$ cat config.mk
export PLATFORM = sky130hd
export DESIGN_NAME = pipelined_cla_adder_flat
export DESIGN_NICKNAME = d
export VERILOG_FILES = /design/src/rtl/pipelined_cla_adder_if.sv /design/src/rtl/pipelined_cla_adder.sv /design/src/flat_wrapper.sv
export SDC_FILE = /design/constraint.sdc
export NUM_CORES = 1
export LEC_CHECK = 0
export ABC_AREA = 0
export BUFFER_PORTS_ARGS = -buffer_cell sky130_fd_sc_hd__buf_4
export CORE_ASPECT_RATIO = 2
export CORE_MARGIN = 3
export CORE_UTILIZATION = 50
export DETAILED_ROUTE_END_ITERATION = 8
export PLACE_DENSITY = 0.82
export SETUP_SLACK_MARGIN = 0.05
export SLEW_MARGIN = 15
export SYNTH_ARGS = -nofsm -noshare
export SYNTH_HDL_FRONTEND = slang
export SYNTH_SLANG_ARGS = --single-unit
$ cat constraint.sdc
create_clock -name clock -period 3.3 [get_ports clock]
set_input_delay 0.66 -clock clock [delete_from_list [all_inputs] [get_ports clock]]
set_output_delay 0.66 -clock clock [all_outputs]
set_load 0.02 [all_outputs]
$ cat src/rtl/pipelined_cla_adder_if.sv
// Handshake and operand/result bundle for the pipelined CLA add/subtract unit.
interface pipelined_cla_adder_if #(parameter int WIDTH = 32);
  logic             in_valid;
  logic             in_ready;
  logic [WIDTH-1:0] x;
  logic [WIDTH-1:0] y;
  logic             c0;
  logic             sub;
  logic             out_valid;
  logic             out_ready;
  logic [WIDTH-1:0] sum;
  logic             Cout;
  logic             ovf;
  logic             zero;
  logic             neg;

  // Execute-stage control: supplies operands, consumes results
  modport master (
    output in_valid, x, y, c0, sub, out_ready,
    input  in_ready, out_valid, sum, Cout, ovf, zero, neg
  );

  // Adder side
  modport slave (
    input  in_valid, x, y, c0, sub, out_ready,
    output in_ready, out_valid, sum, Cout, ovf, zero, neg
  );
endinterface

$ cat src/rtl/pipelined_cla_adder.sv
// Pipelined carry-lookahead add/subtract unit.
// Each pipeline stage resolves WIDTH/STAGES result bits with a chain of
// BLOCK-bit lookahead groups; the slice carry is registered between stages.
// Per-stage valid bits give a stall-capable pipeline with bubble collapse.

// One lookahead group: all internal carries derived directly from p/g/ci.
module cla_block #(parameter int BLOCK = 4) (
  input  logic [BLOCK-1:0] a,
  input  logic [BLOCK-1:0] b,
  input  logic             ci,
  output logic [BLOCK-1:0] s,
  output logic             co,
  output logic             cm   // carry into the group MSB (for overflow)
);
  logic [BLOCK-1:0] p;
  logic [BLOCK-1:0] g;
  logic [BLOCK:0]   c;
  logic             gacc;
  logic             pacc;

  assign p = a ^ b;
  assign g = a & b;

  // Carry i+1 = OR over j of g[j] gated by the propagate run p[i:j+1], plus ci gated by p[i:0]
  always_comb begin
    c    = '0;
    gacc = 1'b0;
    pacc = 1'b0;
    c[0] = ci;
    for (int i = 0; i < BLOCK; i++) begin
      gacc = g[i];
      pacc = p[i];
      for (int j = i - 1; j >= 0; j--) begin
        gacc = gacc | (pacc & g[j]);
        pacc = pacc & p[j];
      end
      c[i+1] = gacc | (pacc & ci);
    end
  end

  assign s  = p ^ c[BLOCK-1:0];
  assign co = c[BLOCK];
  assign cm = c[BLOCK-1];
endmodule

module pipelined_cla_adder #(
  parameter int WIDTH  = 32,
  parameter int STAGES = 2,
  parameter int BLOCK  = 4
) (
  input logic                  clock,
  input logic                  reset_n,
  pipelined_cla_adder_if.slave bus
);
  localparam int SD = (STAGES < 1) ? 1 : STAGES;
  localparam int C  = WIDTH / SD;   // result bits per stage
  localparam int NB = C / BLOCK;    // lookahead groups per stage
  localparam int L  = SD - 1;       // index of the final stage

  if (STAGES < 1 || (WIDTH % (SD * BLOCK)) != 0) begin : g_bad_cfg
    $error("pipelined_cla_adder: need STAGES >= 1 and WIDTH a multiple of STAGES*BLOCK");
  end

  // Stage registers (index k = output register of stage k)
  logic [SD:1]      vld_pipe;
  logic [WIDTH-1:0] a_q  [SD];
  logic [WIDTH-1:0] b_q  [SD];
  logic [WIDTH-1:0] s_q  [SD];
  logic             cr_q [SD];
  logic             ovf_q;
  logic             zero_q;
  logic             neg_q;

  // Stage inputs and combinational results
  logic [WIDTH-1:0] op_a  [SD];
  logic [WIDTH-1:0] op_b  [SD];
  logic [WIDTH-1:0] ps    [SD];
  logic [WIDTH-1:0] nsum  [SD];
  logic             cin_s [SD];
  logic [SD-1:0]    stg_in_v;
  logic [SD-1:0]    adv;
  wire  [C-1:0]     sl_s  [SD];
  wire  [NB:0]      gc    [SD];
  wire  [NB-1:0]    gm    [SD];

  // Stage sources: stage 0 takes the bus with subtract folded into B/carry-in,
  // later stages take the previous stage's registers
  always_comb begin
    op_a[0]     = bus.x;
    op_b[0]     = bus.sub ? ~bus.y : bus.y;
    cin_s[0]    = bus.sub | bus.c0;
    ps[0]       = '0;
    stg_in_v[0] = bus.in_valid;
    for (int k = 1; k < SD; k++) begin
      op_a[k]     = a_q[k-1];
      op_b[k]     = b_q[k-1];
      cin_s[k]    = cr_q[k-1];
      ps[k]       = s_q[k-1];
      stg_in_v[k] = vld_pipe[k];
    end
  end

  // Stall chain: a stage moves when it is empty or its successor moves
  always_comb begin
    adv    = '0;
    adv[L] = ~vld_pipe[SD] | bus.out_ready;
    for (int k = L - 1; k >= 0; k--)
      adv[k] = ~vld_pipe[k+1] | adv[k+1];
  end

  for (genvar k = 0; k < SD; k++) begin : g_stg
    assign gc[k][0] = cin_s[k];
    for (genvar gi = 0; gi < NB; gi++) begin : g_grp
      cla_block #(.BLOCK(BLOCK)) u_blk (
        .a  (op_a[k][k*C + gi*BLOCK +: BLOCK]),
        .b  (op_b[k][k*C + gi*BLOCK +: BLOCK]),
        .ci (gc[k][gi]),
        .s  (sl_s[k][gi*BLOCK +: BLOCK]),
        .co (gc[k][gi+1]),
        .cm (gm[k][gi])
      );
    end
  end

  // Merge each stage's freshly computed slice into the partial sum it carries
  always_comb begin
    for (int k = 0; k < SD; k++) begin
      nsum[k]            = ps[k];
      nsum[k][k*C +: C]  = sl_s[k];
    end
  end

  // Stage registers: load only when the stage advances and its source holds an op
  always_ff @(posedge clock or negedge reset_n) begin
    if (!reset_n) begin
      vld_pipe <= '0;
      ovf_q    <= 1'b0;
      zero_q   <= 1'b0;
      neg_q    <= 1'b0;
      for (int k = 0; k < SD; k++) begin
        a_q[k]  <= '0;
        b_q[k]  <= '0;
        s_q[k]  <= '0;
        cr_q[k] <= 1'b0;
      end
    end else begin
      for (int k = 0; k < SD; k++) begin
        if (adv[k])
          vld_pipe[k+1] <= stg_in_v[k];
        if (adv[k] && stg_in_v[k]) begin
          a_q[k]  <= op_a[k];
          b_q[k]  <= op_b[k];
          s_q[k]  <= nsum[k];
          cr_q[k] <= gc[k][NB];
        end
      end
      if (adv[L] && stg_in_v[L]) begin
        ovf_q  <= gc[L][NB] ^ gm[L][NB-1];
        zero_q <= (nsum[L] == '0);
        neg_q  <= nsum[L][WIDTH-1];
      end
    end
  end

  assign bus.in_ready  = adv[0];
  assign bus.out_valid = vld_pipe[SD];
  assign bus.sum       = s_q[L];
  assign bus.Cout      = cr_q[L];
  assign bus.ovf       = ovf_q;
  assign bus.zero      = zero_q;
  assign bus.neg       = neg_q;
endmodule

$ cat src/flat_wrapper.sv
// flat-port wrapper written by rule: the top's interface ports become plain ports
module pipelined_cla_adder_flat 
#(
  parameter int WIDTH  = 32,
  parameter int STAGES = 2,
  parameter int BLOCK  = 4
)
  (clock, reset_n, bus_in_valid, bus_x, bus_y, bus_c0, bus_sub, bus_out_ready, bus_in_ready, bus_out_valid, bus_sum, bus_Cout, bus_ovf, bus_zero, bus_neg);
  pipelined_cla_adder_if #(.WIDTH(WIDTH)) bus_i ();
  input logic clock;
  input logic reset_n;
  input wire logic [$bits(bus_i.in_valid)-1:0] bus_in_valid;
  input wire logic [$bits(bus_i.x)-1:0] bus_x;
  input wire logic [$bits(bus_i.y)-1:0] bus_y;
  input wire logic [$bits(bus_i.c0)-1:0] bus_c0;
  input wire logic [$bits(bus_i.sub)-1:0] bus_sub;
  input wire logic [$bits(bus_i.out_ready)-1:0] bus_out_ready;
  output wire logic [$bits(bus_i.in_ready)-1:0] bus_in_ready;
  output wire logic [$bits(bus_i.out_valid)-1:0] bus_out_valid;
  output wire logic [$bits(bus_i.sum)-1:0] bus_sum;
  output wire logic [$bits(bus_i.Cout)-1:0] bus_Cout;
  output wire logic [$bits(bus_i.ovf)-1:0] bus_ovf;
  output wire logic [$bits(bus_i.zero)-1:0] bus_zero;
  output wire logic [$bits(bus_i.neg)-1:0] bus_neg;
  assign bus_i.in_valid = bus_in_valid;
  assign bus_i.x = bus_x;
  assign bus_i.y = bus_y;
  assign bus_i.c0 = bus_c0;
  assign bus_i.sub = bus_sub;
  assign bus_i.out_ready = bus_out_ready;
  assign bus_in_ready = bus_i.in_ready;
  assign bus_out_valid = bus_i.out_valid;
  assign bus_sum = bus_i.sum;
  assign bus_Cout = bus_i.Cout;
  assign bus_ovf = bus_i.ovf;
  assign bus_zero = bus_i.zero;
  assign bus_neg = bus_i.neg;
  pipelined_cla_adder #(.WIDTH(WIDTH), .STAGES(STAGES), .BLOCK(BLOCK)) u_core (.clock(clock), .reset_n(reset_n), .bus(bus_i));
endmodule
======== Word-level counts from Yosys, hierarchy flattened ========
Index checks and enable logic that the tools add are counted.
word-level totals
  flip-flop bits (word level) ............. 119
  logic and storage cells ................. 254
  output and inout port bits .............. 38
cells by class
  mux-type cells .......................... 1
  bitwise logic cells ..................... 239
  reductions and logical operators ........ 3
operators with widths
  cell                number
  1-bit AND           128
  1-bit bitwise OR    83
  4-bit bitwise XOR   16
  4-bit AND           8
  32-bit zero test    1
  32-bit two-way mux  1
  32-bit NOT          1
  1-bit logical AND   2
  1-bit NOT           2
  1-bit bitwise XOR   1

======== Logic depth before layout (Yosys ltp) ========
Gate-level depths: netlist of run 1.
  depth after elaboration ................. 15
  mapped depth ............................ 13
  depth with buffers taken out ............ 12

======== Modules after synthesis ========
Synthesis of run 1 repeated with hierarchy kept, for this count alone.
unflattened totals
  cell total of the unflattened synthesis .. 354
  area, all modules ....................... 4839.6 µm²
by module, submodules not included
  module                                           seq. area each (µm²)  area each (µm²)  cells an instance  instances
  pipelined_cla_adder                              2152.1                3688.5           234                1
  cla_block at u_core.g_stg[0].g_grp[2].u_blk ...  0.0                   140.1            14                 6
  cla_block at u_core.g_stg[0].g_grp[0].u_blk ...  0.0                   155.1            18                 2

======== Worst setup path before layout of run 1 ========
Ideal clock, no wire load.
  kind .................................... in2reg
  from .................................... input bus_sub
  to ...................................... register u_core.s_q (netlist bit u_core.nsum[12])
  setup slack ............................. -0.289 ns
  buffers on the path ..................... 2
  arrival ................................. 3.506 ns
  setup time .............................. 0.083 ns
  required time ........................... 3.217 ns
  stages on the path ...................... 12
  cells stage by stage .................... buf_2 > buf_1 > xor2_1 > ha_1 > or3_1 > o2111ai_2 > or3_4 > a21oi_2 > or3_1 > a21oi_1 > fa_1 > o21ai_0
between the ends
  cells in the longest elaborated chain, start to end .. 12
  elaborated cells on any way between the ends .. 43
  those cells by class .................... 1 x mux; 42 x bitwise
ends and longest elaborated chain
  element                                                 RTL line                                              source
  start, declared                                         flat_wrapper.sv:16                                    input wire logic [$bits(bus_i.sub)-1:0] bus_sub;
  32-bit two-way mux                                      pipelined_cla_adder.sv:90                             op_b[0] = bus.sub ? ~bus.y : bus.y;
  4-bit bitwise XOR or 4-bit AND (tied branches)          pipelined_cla_adder.sv:21, pipelined_cla_adder.sv:22
  1-bit AND, on equally long branches                     pipelined_cla_adder.sv:34, pipelined_cla_adder.sv:35
  1-bit bitwise OR (tied with other cells) (2 in series)  pipelined_cla_adder.sv:34                             gacc = gacc | (pacc & g[j]);
  1-bit bitwise OR or 1-bit AND (tied branches)           pipelined_cla_adder.sv:34, pipelined_cla_adder.sv:37
  1-bit bitwise OR                                        pipelined_cla_adder.sv:37                             c[i+1] = gacc | (pacc & ci);
  1-bit AND                                               pipelined_cla_adder.sv:37
  1-bit bitwise OR                                        pipelined_cla_adder.sv:37
  1-bit AND                                               pipelined_cla_adder.sv:37
  1-bit bitwise OR                                        pipelined_cla_adder.sv:37
  4-bit bitwise XOR (*)                                   pipelined_cla_adder.sv:41                             assign s = p ^ c[BLOCK-1:0];
  end signal, assigned by index                           pipelined_cla_adder.sv:153                            s_q[k] <= nsum[k];
  end, declared                                           pipelined_cla_adder.sv:68                             logic [WIDTH-1:0] s_q [SD];
Every way passes the cells marked *; elsewhere a longest branch is shown, timed or not.
A chain may end at the register's enable or synchronous reset.

======== Worst setup path in the final report of run 1 ========
  from .................................... register u_core.b_q[52] (netlist name)
  to ...................................... register u_core.zero_q (netlist: u_core.bus.zero)
between the ends
  elaborated cells on any way between the ends .. 37
  those cells by class .................... 36 x bitwise; 1 x reduce/logical
RTL lines
  element                                         RTL line                                              source
  start, declared                                 pipelined_cla_adder.sv:67                             logic [WIDTH-1:0] b_q [SD];
  start signal, assigned by index                 pipelined_cla_adder.sv:152                            b_q[k] <= op_b[k];
  4-bit AND or 4-bit bitwise XOR (tied branches)  pipelined_cla_adder.sv:22, pipelined_cla_adder.sv:21
  1-bit AND, on equally long branches             pipelined_cla_adder.sv:34, pipelined_cla_adder.sv:35
  1-bit bitwise OR or 1-bit AND (tied branches)   pipelined_cla_adder.sv:34, pipelined_cla_adder.sv:37
  1-bit bitwise OR (*)                            pipelined_cla_adder.sv:37
  1-bit AND (*)                                   pipelined_cla_adder.sv:37
  1-bit bitwise OR (*)                            pipelined_cla_adder.sv:37
  4-bit bitwise XOR (*)                           pipelined_cla_adder.sv:41
  via u_core.g_stg[1].g_grp[3].u_blk.s[0]         pipelined_cla_adder.sv:11                             output logic [BLOCK-1:0] s,
  32-bit zero test (*)                            pipelined_cla_adder.sv:159                            zero_q <= (nsum[L] == '0);
  end signal, assigned                            pipelined_cla_adder.sv:159
  end, declared                                   pipelined_cla_adder.sv:71                             logic zero_q;
Mark *: on every way through the listed nets, which the timed path passes. The rest lies on a longest branch.

==> results of run 1 <==
-- final timing paths --
kind | startpoint | depth (start not counted) | slack [ps] | to
worst max-delay path | u_core.b_q[52] | 12 | 40 | u_core.bus.zero
worst min-delay path | reset_n | 1 | 480 | u_core.bus.sum[2]
worst max register to register | u_core.b_q[52] | 12 | 40 | u_core.bus.zero
worst min register to register | u_core.bus.sum[16] | 2 | 480 | u_core.bus.sum[16]
max in group asynchronous | reset_n | 1 | 2110 | u_core.a_q[55]
min in group clock | u_core.bus.sum[16] | 2 | 480 | u_core.bus.sum[16]
-- state kept, by name (all words and copies together), names as in the netlist --
| signal | flops |
|---|---|
| u_core.bus.neg | 1 |
| u_core.cin_s | 1 |
| u_core.b_q | 16 |
| u_core.bus.ovf | 1 |
| u_core.bus.Cout | 1 |
| u_core.bus.sum | 31 |
| u_core.a_q | 16 |
| u_core.vld_pipe | 2 |
| u_core.nsum | 16 |
| u_core.bus.zero | 1 |
-- cell usage after synthesis, types with 7 or more instances --
master	number	share of area, %
mux2_2	35	8.0
inv_1	17	1.3
clkbuf_1	13	0.99
a21o_1	9	1.4
nor2_1	7	0.53
dfrtp_1	86	44
nand2_1	61	4.7
a21oi_1	9	0.92
o21ai_0	54	5.5
fa_1	8	3.3
xnor2_1	25	4.5
xor2_1	27	4.8
ha_1	32	8.1
-- through the flow --
stage,TNS (ps),hold WS [ps],power (uW),instance area [um^2],instances
floorplan,0,364,2620,4940,466
global placement,0,463,3240,5900,692
detailed placement,-19.1,473,3300,5900,692
CTS,0,485,4240,6180,709
global route,-183,513,4510,6240,709
finish,0,477,4260,6240,709
-- logic make-up (layout without fill, tap and decap cells) --
family	count (synthesis)	after routing	synth area share (%)
compound gates	101	101	13.3
xor+xnor	52	52	9.26
fa+ha+maj	40	40	11.4
buf+inv	37	150	2.93
flops	86	86	43.8
mux	37	37	8.42
simple gates	113	113	10.9
-- cells in the final DEF, fill, tap and decap left out, types with 5 or more instances in the layout --
cell       synthesis  routed
fa_1               8       8
buf_4              1     116
nand2_1           61      59
o21ai_0           54      50
nand2b_1           6       6
nor2_1             7       7
dfrtp_1           86      86
xnor2_1           25      24
nor3_1             6       5
a21o_1             9       9
xor2_1            27      27
mux2_2            35      35
clkbuf_16          0       9
inv_1             17      17
a21oi_1            9       7
ha_1              32      29
nand3_1            6       6
-- timing repair --
action / 4_1_cts / 5_1_grt
pin swaps: 6 / 10
cloned: 0 / 0
resized for setup: 4 / 12
buffers inserted: 1 / 0
endpoints found under the setup margin: 1 / 1
-- routing by layer --
layer	track usage [%]	share of wire [%]
met1	22.1	36
met2	41.0	58
met3	3.58	4.2
met4	8.71	2.6
met5	0	0
-- layout make-up --
| cell class | instances | share of cell area [%] |
|---|---|---|
| multi-input combinational | 343 | 43.3 |
| inverter | 17 | 1.02 |
| timing repair buffer | 117 | 14.3 |
| clock inverter | 4 | 0.361 |
| clock buffer | 12 | 3.95 |
| tap | 130 | 2.61 |
| sequential | 86 | 34.5 |
-- critical path: stages (launching register included) --
cell	delay [ps]
dfrtp_1	410
ha_1	260
nor3_1	340
o21ai_2	120
a211oi_2	310
a21oi_2	110
or2_4	250
fa_1	510
nor4_2	160
nand4b_1	140
nor4_2	260
nand2_1	80
o31ai_1	220
-- power breakdown --
part | switching (uW) | internal, uW | total [uW]
Clock | 390 | 526 | 916
Combinational | 939 | 837 | 1780
Sequential | 214 | 1360 | 1570
Total | 1540 | 2720 | 4260
==> impl_metrics.toml, run 1 <==
[status]
status = "finished clean"

[clock_network]
cts_tree = "built"
clock_sinks = 86
ctsRootBufferMaster = "clkbuf_16"
cts_max_level = 3
clk-insertion-delay-late_ps = 340
ctsLongestPathBuffers = 2
numCtsBuffers = 9
cts_hold_buf = 0
cts.clk_slew.worst_paths_ps = 60

[flow_run]
maxCapViolCount = 0

[synth]
avgSynthCellArea_um2 = 10.5
syn_inst = 466
ys_ff_latch = 86
synth-edff-count = 0
synth-seq-area-share_pct = 43.8
syn_area_um2 = 4920
synth-main-ff-cell = "dfrtp_1"
yosysWarnings = 0
synthesis.nets = 576
synthDistinctLibCells = 51
ys_async_sr_fraction_pct = 100

[route]
wl_per_cell_um = 16.0
first_pass_iters = 4
viasPerCell = 5.37
vias = 3806
drt_iter0_drc = 220
drt-total-wl_um = 11400
ant_nets = 0
drc = 0

[global_route]
grt_pass1_vias = 4002
grt_pass1_wl_um = 18800
antenna_found_initial = 0
grt-ovfl-total = 0
grt.total_usage_pct = 21.2
grt_max_degree = 87

[cells_and_area]
area_delta_synth_final_pct = 27.0
multiInputGateArea_um2 = 2700
finalNetCount = 684
fillCellCount = 734
antennaDiodeCount = 0
register_area_um2 = 2150
final_util_pct = 66.1
drive_above_1_share_pct = 33.2

[placed_design]
io_buffers = 107
pre_cts_slack_ps = -19.1
gp_congestion = 0.887
dp_hpwl_um = 8750

[critical_path]
critPathKind = "flip-flop to flip-flop"
critical_path_peak_fanout = 3
cp.required_ps = 3540
crit_path_start_kind = "flip-flop"
cp_data_arrival_time_ps = 3510
critPathCaptureType = "flip-flop"

[pwr]
peakVddDrop_uv = 341
power.density_nw_per_um2 = 683
p_leak_uw = 0.00293

[sta]
max_slew_margin_pct = 29.6
worstMarginPinSlew_ps = 1060
setup_viol = 0
fin_ws_ps = 38.3
hold_violations = 0
finalCritPeriodShare_pct = 98.8
period_minus_slack_ps = 3260
max_freq_ghz = 0.307
grt_setup_unrepaired = "yes"
clock_skew_ps = 7.66
finalMaxSlewViolations = 0

[floorplan]
start_util_pct = 52.0
dieArea_um2 = 11100
num_rows = 50
die_h_um = 146
chipWidth_um = 76.1
io-pin-count = 108
core-area_um2 = 9450

[hold_path]
min_path_type = "primary input to asynchronous set/reset pin"
(Power assumes the default switching activity.)
==> run 2, diff against run 1 <==
--- a/config.mk
+++ b/config.mk
@@ -12,6 +12,7 @@
 export CORE_UTILIZATION = 50
 export DETAILED_ROUTE_END_ITERATION = 8
 export PLACE_DENSITY = 0.82
+export RECOVER_POWER = 100
 export SETUP_SLACK_MARGIN = 0.05
 export SLEW_MARGIN = 15
 export SYNTH_ARGS = -nofsm -noshare
==> run 2 against run 1 <==
Register-to-register slack hardly changed. Power down 3.9%. Non-clock buffer count unchanged. Routed wire length up 0.30%. The run now ends with capacitance limit, slew limit left. Die area did not move. Core utilization fell by 1.8 points. Worst setup slack worse by 6.9 ps. Sequential share of layout area grew 0.98 points. Clock power about the same. Largest cell class unchanged.
==> impl_metrics.toml, run 2 (synthesized netlist as in run 1, its figures left out) <==
[status]
status = "finished, violations left"
violations = "capacitance limit, slew limit"

[route]
drc = 0
wl_per_cell_um = 16.1
vias = 3800
viasPerCell = 5.36
first_pass_iters = 4
drt-total-wl_um = 11400
drt_iter0_drc = 212
ant_nets = 0

[critical_path]
cp_top_family = "simple AND/OR/NAND/NOR gates"
cp_data_arrival_time_ps = 3510
critical_path_peak_fanout = 3
crit_chain = "ha_1, nor3_1, o21ai_2, a211oi_2, a21oi_2, or2_4, fa_1, nor4_2, nand4b_1, nor4_2, nand2_1, o31ai_1"
critPathKind = "flip-flop to flip-flop"
critPathCaptureType = "flip-flop"
cpMostUsedCell = "nor4_2"
slowest_delay_ps = 510
crit_slowest_cell = "fa_1"
cp_num_buf_inv = 0
crit_path_start_kind = "flip-flop"
cp.required_ps = 3540

[sta]
period_minus_slack_ps = 3270
max_slew_margin_pct = -37.8
max_freq_ghz = 0.306
finalMaxSlewViolations = 173
whs_ps = 475
finalCritPeriodShare_pct = 99.0
hold_violations = 0
fin_ws_ps = 31.4
grt_setup_unrepaired = "yes"
clock_skew_ps = 6.56
setup_viol = 0
worstMarginPinSlew_ps = 2070

[global_route]
antenna_found_initial = 0
grt_pass1_vias = 4002
grt-ovfl-total = 0
grt.total_usage_pct = 21.2
grt_pass1_wl_um = 18800
grt_max_degree = 87

[placed_design]
gp_congestion = 0.887
dp_hpwl_um = 8750
io_buffers = 107
pre_cts_slack_ps = -19.1

[hold_path]
min_path_type = "flip-flop to flip-flop"

[cells_and_area]
antennaDiodeCount = 0
layout_common_cells = "dfrtp_1 (86), buf_4 (75), nand2_1 (60)"
final_common_cell = "dfrtp_1"
largest_reg_flops = 31
area_delta_synth_final_pct = 23.5
finalNetCount = 684
drive_above_1_share_pct = 26.1

[floorplan]
io-pin-count = 108
core-area_um2 = 9450
chipWidth_um = 76.1
dieArea_um2 = 11100
die_h_um = 146
start_util_pct = 52.0
num_rows = 50

[pwr]
peakVddDrop_uv = 335
power.density_nw_per_um2 = 675
p_leak_uw = 0.00278

[clock_network]
clock_sinks = 86
numCtsBuffers = 9
cts.clk_slew.worst_paths_ps = 60
ctsRootBufferMaster = "clkbuf_16"
cts_tree = "built"
cts_max_level = 3
clk-insertion-delay-late_ps = 340
ctsLongestPathBuffers = 2

[flow_run]
maxCapViolCount = 2
[run 2: cell count changes in the layout (fill, tap and decap cells not counted)]
cell,change
buf_4,-41
clkbuf_1,+39
clkbuf_2,+2
buf_12,-1
clkbuf_4,+1
nand2_1,+1
nand2_2,-1
o2111ai_1,+1
o2111ai_2,-1
[run 2: what timing repair did]
action,4_1_cts,5_1_grt
endpoints found under the setup margin,1,1
hold buffers,0,0
resized for setup,4,12
buffers inserted,1,0
pin swaps,6,10
[run 2: final cells by class]
cell class / instances / area [um^2]
repair buffers: 117 / 727
fillers: 782 / 3380
flip-flops and latches: 86 / 2150
inverters: 17 / 63.8
clock buffers: 12 / 246
clock inverters: 4 / 22.5
well taps: 130 / 163
multi-input cells: 343 / 2700
[run 2: power breakdown]
part	internal (uW)	switching (uW)
sequential	1360	210
combinational	676	939
clock	526	388
total	2560	1540
[run 2: final timing paths]
kind | depth (start not counted) | to | slack, ps | startpoint
worst max-delay path | 12 | u_core.bus.zero | 30 | u_core.b_q[52]
worst min-delay path | 2 | u_core.bus.sum[16] | 480 | u_core.bus.sum[16]
worst max register to register | 12 | u_core.bus.zero | 30 | u_core.b_q[52]
worst min register to register | 2 | u_core.bus.sum[16] | 480 | u_core.bus.sum[16]
max in group asynchronous | 1 | u_core.a_q[55] | 1170 | reset_n
min in group asynchronous | 1 | u_core.bus.sum[2] | 880 | reset_n
[run 2: per-layer routing]
layer	vias to the layer above	track usage, %	wire, um
met2	102	41.0	6520
met5	-	0	0
met4	0	8.71	300
met3	22	3.58	490
met1	1840	22.1	4070
li1	1836	-	-
[run 2: worst register-to-register path, cell delays in order (launching register included)]
cell and delay [ps]:
dfrtp_1 410, ha_1 260, nor3_1 340, o21ai_2 120
a211oi_2 310, a21oi_2 110, or2_4 250, fa_1 510
nor4_2 160, nand4b_1 140, nor4_2 260, nand2_1 80
o31ai_1 220
[run 2: stage by stage]
| stage | std cells | util [%] | area, um^2 | total power (uW) | setup TNS [ps] |
|---|---|---|---|---|---|
| after detailed placement | 692 | 62.4 | 5900 | 3300 | -19.1 |
| after global placement | 692 | 62.4 | 5900 | 3240 | 0 |
| after global routing | 709 | 64.3 | 6070 | 4360 | -183 |
| final | 709 | 64.3 | 6070 | 4100 | 0 |
| after CTS | 709 | 65.4 | 6180 | 4240 | 0 |
| after floorplan | 466 | - | 4940 | 2620 | 0 |
